**config.mk**
```make
export PLATFORM = sky130hd
export DESIGN_NAME = ff_audio_dac
export DESIGN_NICKNAME = d
export VERILOG_FILES = /design/src/rtl/ff_audio_pkg.sv /design/src/rtl/ff_sigma_delta.sv /design/src/rtl/ff_audio_dac.sv
export SDC_FILE = /design/constraint.sdc
export NUM_CORES = 1
export LEC_CHECK = 0
export ABC_AREA = 1
export CAP_MARGIN = 20
export CORE_MARGIN = 5
export CORE_UTILIZATION = 25
export DETAILED_ROUTE_END_ITERATION = 8
export HOLD_SLACK_MARGIN = 0.03
export PLACE_DENSITY_LB_ADDON = 0.2
export SLEW_MARGIN = 25
export SYNTH_ARGS = -nofsm -noshare
export SYNTH_HDL_FRONTEND = slang
export SYNTH_HIERARCHICAL = 1
export SYNTH_SLANG_ARGS = --single-unit
```
**constraint.sdc**
```tcl
create_clock -name clk -period 3.6 [get_ports clk]
set_input_delay 0.36 -clock clk [delete_from_list [all_inputs] [get_ports clk]]
set_output_delay 0.36 -clock clk [all_outputs]
set_load 0.02 [all_outputs]
```
**src/rtl/ff_audio_pkg.sv**
```systemverilog
`default_nettype none
// ============================================================================
// Module   : ff_audio_pkg
// Purpose  : Shared types and constants for the Food Fight stereo 1-bit
//            audio output stage (ff_audio_dac and ff_sigma_delta).
// Contents : audio_state_t  - level-control state machine encoding
//            mid_level()    - midscale code for a given sample width
//            c_default_*    - default build parameters (50 MHz sysclk)
// Revision : 1.0 - initial release
// ============================================================================
package ff_audio_pkg;

    // Default sample width and prescaler (50 MHz / 1024 ~= 48.8 kHz ticks).
    localparam int c_default_width    = 8;
    localparam int c_default_tick_div = 1024;

    // Level-control states. RAMP_UP is entered from reset; the others cover
    // normal playback and the click-free mute/unmute slews.
    typedef enum logic [2:0] {
        RAMP_UP   = 3'd0,
        RUN       = 3'd1,
        MUTE_DOWN = 3'd2,
        MUTED     = 3'd3,
        UNMUTE    = 3'd4
    } audio_state_t;

    // Midscale code of an unsigned sample: 2^(width-1).
    function automatic int mid_level(input int width);
        return 1 << (width - 1);
    endfunction

endpackage
`default_nettype wire

```
**src/rtl/ff_sigma_delta.sv**
```systemverilog
`default_nettype none
// ============================================================================
// Module   : ff_sigma_delta
// Purpose  : First-order sigma-delta modulator. Every clock the level is
//            added into a WIDTH-bit accumulator; the carry out of that add
//            is the output bit, so the ones density over any 2^WIDTH
//            consecutive cycles equals level / 2^WIDTH exactly.
// Ports    : clk   - system clock
//            reset - asynchronous, active-high reset (acc and out cleared)
//            level - unsigned level to modulate
//            out   - registered 1-bit stream
// Revision : 1.0 - initial release
// ============================================================================
module ff_sigma_delta #(
    parameter int WIDTH = 8
) (
    input  logic             clk,
    input  logic             reset,
    input  logic [WIDTH-1:0] level,
    output logic             out
);

    logic [WIDTH-1:0] r_acc;
    logic [WIDTH:0]   w_sum;

    // Extra top bit captures the carry; that carry is the output pulse.
    assign w_sum = {1'b0, r_acc} + {1'b0, level};

    always_ff @(posedge clk or posedge reset) begin
        if (reset) begin
            r_acc <= '0;
            out   <= 1'b0;
        end else begin
            r_acc <= w_sum[WIDTH-1:0];
            out   <= w_sum[WIDTH];
        end
    end

endmodule
`default_nettype wire

```
**src/rtl/ff_audio_dac.sv**
```systemverilog
`default_nettype none
// ============================================================================
// Module   : ff_audio_dac
// Purpose  : Stereo 1-bit audio output stage. Accepts left/right sample
//            pairs over a valid/ready handshake into a one-deep holding
//            register, moves them to the per-channel target once per sample
//            tick, and slews the modulator level on reset and on mute/unmute
//            so the board pins never pop.
// Ports    : clk          - system clock (single clock domain)
//            reset        - asynchronous, active-high reset
//            sample_l/r   - unsigned left/right sample
//            sample_valid - sample pair present
//            sample_ready - holding register empty
//            mute         - 1 = slew to midscale and hold there
//            audio_l/r    - registered sigma-delta bitstreams
// Revision : 1.0 - initial release
// ============================================================================
module ff_audio_dac
    import ff_audio_pkg::*;
#(
    parameter int WIDTH    = c_default_width,
    parameter int TICK_DIV = c_default_tick_div
) (
    input  logic             clk,
    input  logic             reset,
    input  logic [WIDTH-1:0] sample_l,
    input  logic [WIDTH-1:0] sample_r,
    input  logic             sample_valid,
    output logic             sample_ready,
    input  logic             mute,
    output logic             audio_l,
    output logic             audio_r
);

    localparam int               c_cnt_w     = $clog2(TICK_DIV);
    localparam logic [c_cnt_w-1:0] c_cnt_last = c_cnt_w'(TICK_DIV - 1);
    localparam logic [c_cnt_w-1:0] c_cnt_one  = c_cnt_w'(1);
    localparam logic [WIDTH-1:0] c_mid       = WIDTH'(mid_level(WIDTH));
    localparam logic [WIDTH-1:0] c_one       = WIDTH'(1);

    // ------------------------------------------------------------------
    // Sample-rate prescaler
    // ------------------------------------------------------------------
    logic [c_cnt_w-1:0] r_count;
    logic               w_tick;

    assign w_tick = (r_count == c_cnt_last);

    always_ff @(posedge clk or posedge reset) begin
        if (reset) begin
            r_count <= '0;
        end else if (w_tick) begin
            r_count <= '0;
        end else begin
            r_count <= r_count + c_cnt_one;
        end
    end

    // ------------------------------------------------------------------
    // Holding register and per-channel target
    // ------------------------------------------------------------------
    logic [WIDTH-1:0] r_hold_l;
    logic [WIDTH-1:0] r_hold_r;
    logic             r_full;
    logic [WIDTH-1:0] r_target_l;
    logic [WIDTH-1:0] r_target_r;
    logic             w_xfer;
    logic             w_take;
    logic [WIDTH-1:0] w_next_tgt_l;
    logic [WIDTH-1:0] w_next_tgt_r;

    assign sample_ready = ~r_full;
    assign w_xfer       = sample_valid & ~r_full;
    // A load and a take can never coincide: a load needs an empty register,
    // a take needs a full one. A pair loaded on a tick waits one more tick.
    assign w_take       = w_tick & r_full;

    // Target as seen by this tick's level update, so RUN and UNMUTE act on
    // a freshly taken sample without an extra tick of latency.
    assign w_next_tgt_l = w_take ? r_hold_l : r_target_l;
    assign w_next_tgt_r = w_take ? r_hold_r : r_target_r;

    always_ff @(posedge clk or posedge reset) begin
        if (reset) begin
            r_hold_l   <= '0;
            r_hold_r   <= '0;
            r_full     <= 1'b0;
            // Midscale target: an unmute before any sample lands stays quiet.
            r_target_l <= c_mid;
            r_target_r <= c_mid;
        end else if (w_xfer) begin
            r_hold_l <= sample_l;
            r_hold_r <= sample_r;
            r_full   <= 1'b1;
        end else if (w_take) begin
            r_target_l <= r_hold_l;
            r_target_r <= r_hold_r;
            r_full     <= 1'b0;
        end
    end

    // ------------------------------------------------------------------
    // Level-control state machine
    // ------------------------------------------------------------------
    function automatic logic [WIDTH-1:0] step_toward(
        input logic [WIDTH-1:0] cur,
        input logic [WIDTH-1:0] goal
    );
        if (cur < goal) begin
            return cur + c_one;
        end else if (cur > goal) begin
            return cur - c_one;
        end else begin
            return cur;
        end
    endfunction

    audio_state_t     r_state;
    logic [WIDTH-1:0] r_level_l;
    logic [WIDTH-1:0] r_level_r;
    logic [WIDTH-1:0] w_mid_step_l;
    logic [WIDTH-1:0] w_mid_step_r;
    logic [WIDTH-1:0] w_tgt_step_l;
    logic [WIDTH-1:0] w_tgt_step_r;
    logic             w_mid_done;
    logic             w_tgt_done;

    // One-LSB slews toward midscale (ramp-up and mute) and toward the
    // target (unmute). The "done" flags look at the post-step value so the
    // state changes on the same tick the level arrives.
    assign w_mid_step_l = step_toward(r_level_l, c_mid);
    assign w_mid_step_r = step_toward(r_level_r, c_mid);
    assign w_tgt_step_l = step_toward(r_level_l, w_next_tgt_l);
    assign w_tgt_step_r = step_toward(r_level_r, w_next_tgt_r);
    assign w_mid_done   = (w_mid_step_l == c_mid) && (w_mid_step_r == c_mid);
    assign w_tgt_done   = (w_tgt_step_l == w_next_tgt_l) &&
                          (w_tgt_step_r == w_next_tgt_r);

    // Everything advances on sample ticks only; mute is sampled there. On a
    // tick where a mute change redirects the slew the level is held, so the
    // new direction starts from exactly where the old one stopped.
    always_ff @(posedge clk or posedge reset) begin
        if (reset) begin
            r_state   <= RAMP_UP;
            r_level_l <= '0;
            r_level_r <= '0;
        end else if (w_tick) begin
            case (r_state)
                RAMP_UP: begin
                    r_level_l <= w_mid_step_l;
                    r_level_r <= w_mid_step_r;
                    if (w_mid_done) begin
                        r_state <= mute ? MUTED : UNMUTE;
                    end
                end
                RUN: begin
                    if (mute) begin
                        r_state <= MUTE_DOWN;
                    end else begin
                        r_level_l <= w_next_tgt_l;
                        r_level_r <= w_next_tgt_r;
                    end
                end
                MUTE_DOWN: begin
                    if (!mute) begin
                        r_state <= UNMUTE;
                    end else begin
                        r_level_l <= w_mid_step_l;
                        r_level_r <= w_mid_step_r;
                        if (w_mid_done) begin
                            r_state <= MUTED;
                        end
                    end
                end
                MUTED: begin
                    // Samples keep draining through the holding register
                    // into target; only the level is pinned.
                    r_level_l <= c_mid;
                    r_level_r <= c_mid;
                    if (!mute) begin
                        r_state <= UNMUTE;
                    end
                end
                UNMUTE: begin
                    if (mute) begin
                        r_state <= MUTE_DOWN;
                    end else begin
                        r_level_l <= w_tgt_step_l;
                        r_level_r <= w_tgt_step_r;
                        if (w_tgt_done) begin
                            r_state <= RUN;
                        end
                    end
                end
                default: begin
                    r_state <= RAMP_UP;
                end
            endcase
        end
    end

    // ------------------------------------------------------------------
    // Modulators
    // ------------------------------------------------------------------
    ff_sigma_delta #(
        .WIDTH (WIDTH)
    ) u_sd_l (
        .clk   (clk),
        .reset (reset),
        .level (r_level_l),
        .out   (audio_l)
    );

    ff_sigma_delta #(
        .WIDTH (WIDTH)
    ) u_sd_r (
        .clk   (clk),
        .reset (reset),
        .level (r_level_r),
        .out   (audio_r)
    );

endmodule
`default_nettype wire

```
Word level (Yosys, flattened, before mapping)
Index checks and enable logic that the tools add are counted.
{ "totals": {"regBits": 80, "in_bits": 20, "elab_cells": 85} }
{ "op_classes": {"n_addsub": 7, "magnitude_cmp": 8, "n_eq_ne": 17, "muxes": 30, "bitwise": 3, "reduce_logical": 7} }
{ "ops": {"columns": ["operator", "count"], "rows": [
  ["8-bit 2-to-1 mux", 16],
  ["8-bit case mux with 5 select lines", 2],
  ["3-bit 2-to-1 mux", 8],
  ["8-bit by 8-bit adder with 9-bit output", 2],
  ["8-bit by 1-bit adder with 8-bit output, second input constant", 2],
  ["8-bit equality test", 2],
  ["8-bit equality test, second input constant", 2],
  ["8-bit > comparator", 2],
  ["8-bit > comparator, second input constant", 2],
  ["8-bit less-than comparator", 2],
  ["8-bit less-than comparator, second input constant", 2],
  ["8-bit by 1-bit subtractor with 8-bit output, second input constant", 2],
  ["3-bit case mux with 5 select lines", 1],
  ["2-bit inequality test, second input constant", 6],
  ["10-bit by 1-bit adder with 10-bit output, second input constant", 1],
  ["10-bit equality test, second input constant", 1],
  ["10-bit 2-to-1 mux", 1],
  ["3-bit by 2-bit equality test with 1-bit output, second input constant", 2],
  ["3-bit inequality test, second input constant", 2],
  ["6-bit AND reduction", 1],
  ["5-bit AND reduction", 1],
  ["5-bit nonzero test", 1],
  ["3-bit by 1-bit equality test with 1-bit output, second input constant", 1],
  ["3-bit equality test, second input constant", 1],
  ["6 further kinds", 9]
]} }

Depth between registers and ports, before layout
Gate-level depths: netlist (run 1).
{ "logic_depth": {"word_depth": 11, "ltp_mapped": 31, "ltp_nobuf": 29} }

Hierarchy
Netlist (run 1), hierarchy kept.
{ "modules_own_cells": {"columns": ["module", "n_inst", "cells_each", "area_each_um2", "seq_area_each_um2"], "rows": [
  ["ff_audio_dac", 1, 623, 4755.8, 1554.0],
  ["ff_sigma_delta at u_sd_r", 1, 69, 608.1, 225.2],
  ["ff_sigma_delta at u_sd_l", 1, 69, 605.6, 225.2]
]} }

Worst setup path after synthesis (run 1)
No wires, ideal clock.
{ "synth_path": {"path_kind": "register -> register", "startpoint": "register r_count[0]", "endpoint": "register r_state[1]", "arrival_time_ns": 3.491, "setup_slack_ns": -0.008, "stages_incl_launch_ff": 29, "n_path_buf": 3, "period_less_slack_ns": 3.608, "path_cell_list": "dfrtp_1 -> ha_1 -> nand2_1 -> nor2_4 -> nand4_2 -> buf_6 -> inv_1 -> buf_2 -> nand2_1 -> o21ai_0 -> inv_1 -> ha_1 -> a21oi_1 -> nor2_1 -> a211oi_1 -> nand2_4 -> buf_6 -> nand3_2 -> nand3_1 -> nand2_1 -> nand2_1 -> nor2_1 -> nand2_1 -> nor2_1 -> nand2_2 -> nand2_4 -> nand2_2 -> nand2_1 -> nand2_1"} }
{ "synth_between": {"elab_chain_len": 10, "word_cells_on_any_way": 17} }
{ "synth_lines": {"columns": ["item", "line", "rtl"], "rows": [
  ["start, declared", "ff_audio_dac.sv:44", "logic [c_cnt_w-1:0] r_count;"],
  ["start signal, assigned", "ff_audio_dac.sv:55", "r_count <= r_count + c_cnt_one;"],
  ["10-bit equality test (*)", "ff_audio_dac.sv:47", "assign w_tick = (r_count == c_cnt_last);"],
  ["1-bit bitwise AND", "ff_audio_dac.sv:76", "assign w_take = w_tick & r_full;"],
  ["8-bit 2-to-1 mux", null, null],
  ["8-bit > comparator", "ff_audio_dac.sv:111", "end else if (cur > goal) begin"],
  ["8-bit 2-to-1 mux", "ff_audio_dac.sv:111", null],
  ["8-bit 2-to-1 mux", "ff_audio_dac.sv:109", "if (cur < goal) begin"],
  ["8-bit equality test (on tied branches)", "ff_audio_dac.sv:136, ff_audio_dac.sv:137", null],
  ["1-bit logical AND", "ff_audio_dac.sv:136", "assign w_tgt_done = (w_tgt_step_l == w_next_tgt_l) &&"],
  ["3-bit inequality test (no line)", null, null],
  ["6-bit AND reduction (no line) (*)", null, null],
  ["end signal, assigned", "ff_audio_dac.sv:153", "r_state <= mute ? MUTED : UNMUTE;"],
  ["end, declared", "ff_audio_dac.sv:118", "audio_state_t r_state;"]
]} }
Every way passes the cells marked *; elsewhere a longest branch is shown, timed or not.
A chain may end at the register's enable or synchronous reset.

Final worst setup path (run 1)
{ "layout_path": {"startpoint": "register r_count[1]", "endpoint": "register r_state[2]"} }
Same word-level chain as after synthesis.

==> results of run 1 <==
[cells in the final DEF, fill, tap and decap left out, types with 3 or more instances in the layout]
cell,synthesis,layout
inv_8,0,4
nor2_2,4,11
xor2_1,24,24
clkinv_4,0,3
inv_1,93,89
nand2_1,170,152
xnor2_1,7,7
clkdlybuf4s50_1,0,22
nand3_4,0,4
nand2_2,20,34
dfrtp_1,78,78
clkbuf_16,0,10
mux2_2,14,14
o21ai_0,25,17
ha_4,0,5
a2bb2oi_1,3,3
o22ai_1,11,11
a22oi_1,7,7
nand4_1,23,23
nand2_8,0,4
or2_2,5,4
or2_4,4,5
nand2_4,8,11
ha_1,35,29
nand3_2,25,35
o221ai_1,4,4
a221oi_1,5,5
a32oi_1,5,5
a21oi_1,24,23
nor3_1,10,10
nand3_1,62,48
o21ai_1,0,3
buf_4,0,56
buf_6,2,13
inv_2,7,8
nor2_4,2,3
nor2_1,46,38
o21ai_2,1,4
[per-layer routing]
metal / part of all wire / wire length (µm)
met1: 0.46 / 8110
met2: 0.49 / 8720
met3: 0.031 / 557
met4: 0.021 / 380
met5: 0 / 0
[how the worst max path moves through the flow]
stage          cells past startpoint  slack (ns)         end
5_1_grt                           27       -0.07  r_state[2]
3_5_place_dp                      28       -0.16  r_state[2]
6_report                          25        0.13  r_state[2]
4_1_cts                           28        0.02  r_state[0]
2_1_floorplan                     28        0.02  r_state[1]
3_3_place_gp                      28       -0.18  r_state[1]
[cell type report]
| type | count | share of cell area |
|---|---|---|
| multi-input combinational | 565 | 0.494 |
| sequential | 80 | 0.256 |
| timing repair buffer | 93 | 0.106 |
| inverter | 103 | 0.0535 |
| tap | 319 | 0.0510 |
| clock buffer | 10 | 0.0305 |
| clock inverter | 6 | 0.00959 |
[metrics by stage]
stage / util / cells / hold slack [ns] / power [mW] / setup slack (ns)
6_report: 0.334 / 1176 / 0.377 / 1.98 / 0.132
4_1_cts: 0.308 / 1154 / 0.400 / 2.02 / 0.0159
2_1_floorplan: - / 761 / 0.188 / 0.955 / 0.0249
3_3_place_gp: 0.292 / 1133 / 0.454 / 0.997 / -0.185
3_5_place_dp: 0.292 / 1133 / 0.460 / 0.997 / -0.165
5_1_grt: 0.334 / 1176 / 0.431 / 2.06 / -0.0689
[timing repair]
action | in CTS | in global routing
pin swaps | 5 | 43
gates resized for setup | 8 | 99
setup endpoints to repair | 3 | 3
cloned | 1 | 3
buffers inserted | 4 | 19
[state kept, by name, indices dropped and copies added, names as in the netlist]
register,flops
r_level_l,8
r_target_l,8
u_sd_r/out,1
r_hold_r,8
r_hold_l,8
u_sd_l/out,1
r_count,10
r_state,3
r_level_r,8
u_sd_r/r_acc,8
r_full,1
u_sd_l/r_acc,8
r_target_r,8
[report_power, final]
part / total (mW) / leakage [nW] / switching, mW / internal (mW)
combinational: 0.0756 / 2.57 / 0.0462 / 0.0294
clock: 0.999 / 0.151 / 0.431 / 0.567
sequential: 0.902 / 0.919 / 0.00230 / 0.900
[logic make-up after synthesis]
group                    after synthesis  share of synthesized area
AND/OR/NAND/NOR                      388                      0.335
buffers and inverters                119                     0.0807
AO/OA/AOI/OAI                         92                     0.0964
flip-flops                            80                      0.336
adder cells (fa/ha/maj)               37                     0.0801
XOR/XNOR                              31                     0.0455
multiplexers                          14                     0.0264
==> impl_metrics.py, run 1 <==
metrics = {
    "sta": {
        "post-route-period-util": 0.963,
        "setup_viol": 0,
        "relSlewSlack": 0.468,
        "max_freq_mhz": 288,
        "fin_crit_ns": 3.47,
        "finalMaxSlewViolations": 0,
        "tightest_slew_ns": 0.796,
        "fin_skew_ns": 0.00910,
        "hold_viol_final": 0,
        "fin_setup_tns_ns": 0,
        "grt_setup_unrepaired": "yes",
    },
    "detailed_routing": {
        "drtIter0Drc": 480,
        "drt_wl_total_um": 17800,
        "drc": 0,
        "routed_via_density": 4.66,
        "wl_per_cell_um": 15.1,
        "vias": 5479,
        "final_antenna_net_count": 0,
        "drtPass1Iterations": 5,
    },
    "clock_network": {
        "htreeDepth": 3,
        "clock-sinks": 80,
        "cts_tree": "yes",
        "clk_pin_slew_ns": 0.07,
        "clk_latency_ns": 0.35,
        "cts-root-buf": "clkbuf_16",
        "postCtsHoldBufs": 0,
        "numCtsBuffers": 9,
        "cts_max_path_buffers": 2,
    },
    "critical_path": {
        "start_kind": "flop",
        "r2r-end": "r_state[2]",
        "crit_arrival_ns": 3.71,
        "critPathCaptureType": "flop",
        "r2r-start": "r_count[1]",
        "crit_type": "flop to flop",
        "crit_start": "r_count[1]",
        "ff2ff_path_depth": 25,
        "cpMostUsedCell": "nand2_2",
        "cp_slowest_cell": "dfrtp_1",
        "critical_path_required_ns": 3.84,
        "path_delay_family": "simple AND/OR/NAND/NOR gates",
        "rrSetupSlack_ns": 0.13,
        "path_max_fanout": 5,
        "max_stage_delay_ns": 0.36,
        "path_buf_inv": 4,
    },
    "grt": {
        "grt-ovfl-total": 0,
        "grt_max_degree": 26,
        "grt_use_total": 0.134,
        "antenna_found_initial": 0,
        "use_met2": 0.228,
        "grt-busiest-layer": "met2",
        "grtUsageMet1": 0.173,
        "use_met3": 0.0227,
        "grt_pass1_vias": 5528,
        "grt_pass1_wl_um": 28600,
    },
    "synth": {
        "synth.top_cell.area_share": 0.327,
        "synth_area_um2": 5970,
        "syn_inst": 761,
        "ys_ff_latch": 80,
        "synth_warnings": 6,
        "yosysSeqAreaShare": 0.336,
        "yosysUniqueCellTypes": 46,
        "synthFlopType": "dfrtp_1",
        "synth_nets": 818,
        "ys_async_sr_fraction": 1.00,
        "synth_edf_count": 0,
        "syn_area_per_cell_um2": 7.84,
        "yosysMostFrequentCell": "nand2_1",
        "synthTopCellsByCount": "170 x nand2_1, 93 x inv_1, 78 x dfrtp_1, 62 x nand3_1, 46 x nor2_1",
        "synthTopCellsByArea": "dfrtp_1 33%, nand2_1 11%, ha_1 7.3%",
        "synth_largest_area_cell": "dfrtp_1",
    },
    "placed_design": {
        "portBuffers": 22,
        "gp_congestion": 0.867,
        "place_area_um2": 6860,
        "dpl.hpwl_um": 13100,
    },
    "finish": {
        "multi_input_area_um2": 3870,
        "layout-area-overhead-vs-synth_pct": 31.2,
        "fill_cells": 2496,
        "seq_area_um2": 2000,
        "n_antenna_cell": 0,
        "final_cell_area_um2": 7830,
        "fin_nets": 909,
        "drive_gt1_frac": 0.287,
    },
    "floorplanning": {
        "ios": 23,
        "rows": 56,
        "die_h_um": 165,
        "fp.dieW_um": 165,
        "dieArea_um2": 27100,
        "core_um2": 23500,
        "initial_core_util": 0.254,
    },
    "power_and_ir_drop": {
        "ir_worst_vdd_mv": 0.213,
        "power.leakage_nw": 3.64,
        "power.density_nw_per_um2": 252,
    },
    "status": {
        "outcome": "finished, final reports clean",
    },
    "min_path": {
        "hold_path_class": "primary input to asynchronous set/reset pin",
    },
    "job": {
        "drv_cap": 0,
    },
}
(Power assumes the default switching activity.)
==> run 2, diff against run 1 <==
Settings changed: HOLD_SLACK_MARGIN 0.03 to 0.1.
==> results of run 2 <==
Final layout, timing and power as in run 1 (identical DEF).
==> run 3, diff against run 2 <==
Settings changed: ABC_CLOCK_PERIOD_IN_PS set to 3600, SYNTH_HIERARCHICAL 1 to not set.
==> run 3 against run 2 <==
Clock power about the same. Final area decreased by 4.3%. Clock skew increased by 0.0026 ns. Sequential share of layout area increased by 1.2 points. Largest power group is now registers. Critical path type unchanged. Area after synthesis decreased by 6.4%. Worst setup slack improved by 0.064 ns. Synthesized cell count decreased by 6.3%. Routed wire length decreased by 6.8%.
==> impl_metrics.py, run 3 <==
metrics = {
    "synth": {
        "synthTopCellsByArea": "dfrtp_1 35%, nand2_1 10%, ha_1 7.6%",
        "synth_warnings": 0,
        "syn_area_per_cell_um2": 7.83,
        "muxShareOfSynthArea": 0.0341,
        "synth_nets": 769,
        "synth_edf_count": 0,
        "synthFlopType": "dfrtp_1",
        "synth_largest_area_cell": "dfrtp_1",
        "yosysSeqAreaShare": 0.359,
        "synth.top_cell.area_share": 0.349,
        "ys_async_sr_fraction": 1.00,
        "syn_inst": 713,
        "synth_xor_area_frac": 0.0565,
        "synth_compound_area_frac": 0.113,
        "synthSimpleGateAreaFrac": 0.276,
        "synthTopCellsByCount": "151 x nand2_1, 88 x inv_1, 78 x dfrtp_1, 68 x nand3_1, 49 x nor2_1",
        "yosysUniqueCellTypes": 47,
        "synth-adder-area-share": 0.0833,
        "yosysMostFrequentCell": "nand2_1",
        "ys_ff_latch": 80,
        "synth_area_um2": 5590,
        "synth_top_family_by_area": "simple AND/OR/NAND/NOR gates",
    },
    "finish": {
        "n_antenna_cell": 0,
        "final_common_cell": "nand2_1",
        "fin_nets": 871,
        "layout-area-overhead-vs-synth_pct": 34.1,
        "largest_reg_flops": 10,
        "seq_area_um2": 2000,
        "multi_input_area_um2": 3550,
        "stdcell_count": 1100,
        "drive_gt1_frac": 0.280,
        "final_cell_mix": "137 x nand2_1, 83 x inv_1, 78 x dfrtp_1",
        "fill_cells": 2308,
        "regMostFlops": "r_count",
    },
    "clock_network": {
        "cts_max_path_buffers": 2,
        "htreeDepth": 3,
        "cts_tree": "yes",
        "postCtsHoldBufs": 0,
        "numCtsBuffers": 9,
        "clock-sinks": 80,
        "cts-root-buf": "clkbuf_16",
        "clk_latency_ns": 0.35,
        "clk_pin_slew_ns": 0.07,
    },
    "sta": {
        "setup_viol": 0,
        "finalMaxSlewViolations": 0,
        "relSlewSlack": 0.505,
        "timing.final.ws_setup_ns": 0.196,
        "hold_viol_final": 0,
        "max_freq_mhz": 294,
        "post-route-period-util": 0.946,
        "fin_skew_ns": 0.0117,
        "tightest_slew_ns": 0.741,
        "fin_crit_ns": 3.40,
    },
    "critical_path": {
        "crit_type": "flop to flop",
        "r2r-end": "r_state[1]",
        "start_kind": "flop",
        "critPathCaptureType": "flop",
        "r2r-start": "r_count[1]",
        "ff2ff_path_depth": 26,
        "critical_path_required_ns": 3.84,
        "path_max_fanout": 6,
        "rrSetupSlack_ns": 0.20,
        "crit_arrival_ns": 3.64,
    },
    "placed_design": {
        "portBuffers": 22,
        "dpl.hpwl_um": 12100,
        "place_ws_ns": -0.0994,
        "gp_congestion": 0.874,
        "dp.cells": 1060,
    },
    "power_and_ir_drop": {
        "p_sw_frac": 0.310,
        "power.leakage_nw": 3.60,
        "combinationalPowerShare": 0.278,
        "p_sw_uw": 895,
        "pwr-share-clk": 0.354,
        "intPower_mw": 1.99,
        "power.density_nw_per_um2": 385,
        "ir_worst_vdd_mv": 0.167,
        "p_seq_frac": 0.368,
    },
    "job": {
        "drv_cap": 0,
    },
    "detailed_routing": {
        "drtIter0Drc": 397,
        "drtPass1Iterations": 5,
        "vias": 5170,
        "final_antenna_net_count": 0,
        "wl_per_cell_um": 15.0,
        "drt_wl_total_um": 16600,
        "routed_via_density": 4.70,
        "drc": 0,
    },
    "floorplanning": {
        "initial_core_util": 0.255,
        "dieArea_um2": 25400,
        "core_um2": 21900,
        "ios": 23,
        "die_h_um": 159,
        "rows": 54,
        "fp.dieW_um": 159,
    },
    "grt": {
        "grt_max_degree": 46,
        "grt_pass1_vias": 4816,
        "grt_use_total": 0.127,
        "grt_pass1_wl_um": 26100,
        "antenna_found_initial": 0,
        "grt-ovfl-total": 0,
    },
    "status": {
        "outcome": "finished, final reports clean",
    },
    "min_path": {
        "hold_path_class": "primary input to asynchronous set/reset pin",
    },
}
[run 3: cell types whose count changed in the layout (fill, tap and decap cells not counted), moves of 7 or more]
cell,previous run,this run
nand3_1,48,41
buf_4,56,74
o21ai_0,17,28
buf_6,13,3
nand2_1,152,137
nand2_2,34,21
o221ai_1,4,11
[run 3: final cells by class]
type / instances / area share
clock buffer: 11 / 0.0324
clock inverter: 5 / 0.0107
inverter: 96 / 0.0506
multi-input combinational: 524 / 0.475
sequential: 80 / 0.268
tap: 280 / 0.0468
timing repair buffer: 102 / 0.116
timing repair inverter: 2 / 0.00134
[run 3: kinds of logic (layout without fill, tap and decap cells)]
kind of cell | after synthesis | after routing
AOI/OAI and AO/OA | 102 | 102
and+or+nand+nor | 331 | 333
adders and majority gates | 36 | 36
xor gates and xnor gates | 36 | 36
buffers and inverters | 111 | 216
DFF | 80 | 80
muxes | 17 | 17
[run 3: worst max-delay path: stages, from the launching register on]
cell and delay [ns]:
dfrtp_1 0.38, ha_2 0.20, nand2_2 0.07, nor2_4 0.05, nand4_4 0.13, clkinv_4 0.09, buf_4 0.16, o21ai_2 0.16
inv_2 0.07, ha_1 0.31, a21oi_2 0.14, nor2_2 0.04, a211oi_2 0.23, buf_6 0.19, nand2_8 0.09, inv_8 0.08
nand2_1 0.08, nand4_1 0.10, nand2_2 0.09, nor2_1 0.09, nand2_1 0.08, nor2_2 0.10, nand2_2 0.08, nand2_2 0.09
nand2_2 0.06, nand2_1 0.07, nand2_1 0.04
[run 3: power groups by stage]
stage / registers, mW / clock network (mW) / logic [mW]
3_3_place_gp: 1.08 / 0 / 0.754
2_1_floorplan: 1.08 / 0 / 0.545
3_5_place_dp: 1.08 / 0 / 0.751
6_report: 1.06 / 1.02 / 0.802
5_1_grt: 1.07 / 1.09 / 0.929
4_1_cts: 1.06 / 1.05 / 0.762
[run 3: repair_timing]
action,4_1_cts,5_1_grt
setup buffers,1,19
gates cloned,0,4
resized for setup,9,98
hold endpoints to repair,0,0
pin swaps,1,36
endpoints found under the setup margin,3,3
[run 3: stage by stage]
step / power [mW] / setup TNS (ns) / utilization / cell area (µm²) / hold slack [ns]
detailed placement: 1.83 / -0.248 / 0.300 / 6580 / 0.461
global placement: 1.83 / -0.119 / 0.300 / 6580 / 0.454
global route: 3.10 / -0.225 / 0.342 / 7490 / 0.480
CTS: 2.87 / 0 / 0.317 / 6930 / 0.441
finish: 2.89 / 0 / 0.342 / 7490 / 0.409
floorplan: 1.63 / 0 / - / 5590 / 0.443
[run 3: per-layer routing]
metal,vias to the layer above,wire length [µm],track usage
li1,2609,-,-
met1,2398,8300,0.189
met2,137,7160,0.182
met3,26,706,0.0194
met4,0,389,0.0508
met5,-,0,0
[run 3: worst max path at each step]
stage          cells after the start          to  startpoint
6_report                          26  r_state[1]  r_count[1]
2_1_floorplan                     27  r_state[1]  r_count[0]
3_5_place_dp                      26  r_state[1]  r_count[0]
4_1_cts                           27  r_state[1]  r_count[1]
3_3_place_gp                      28  r_state[1]  r_count[0]
5_1_grt                           26  r_state[1]  r_count[0]
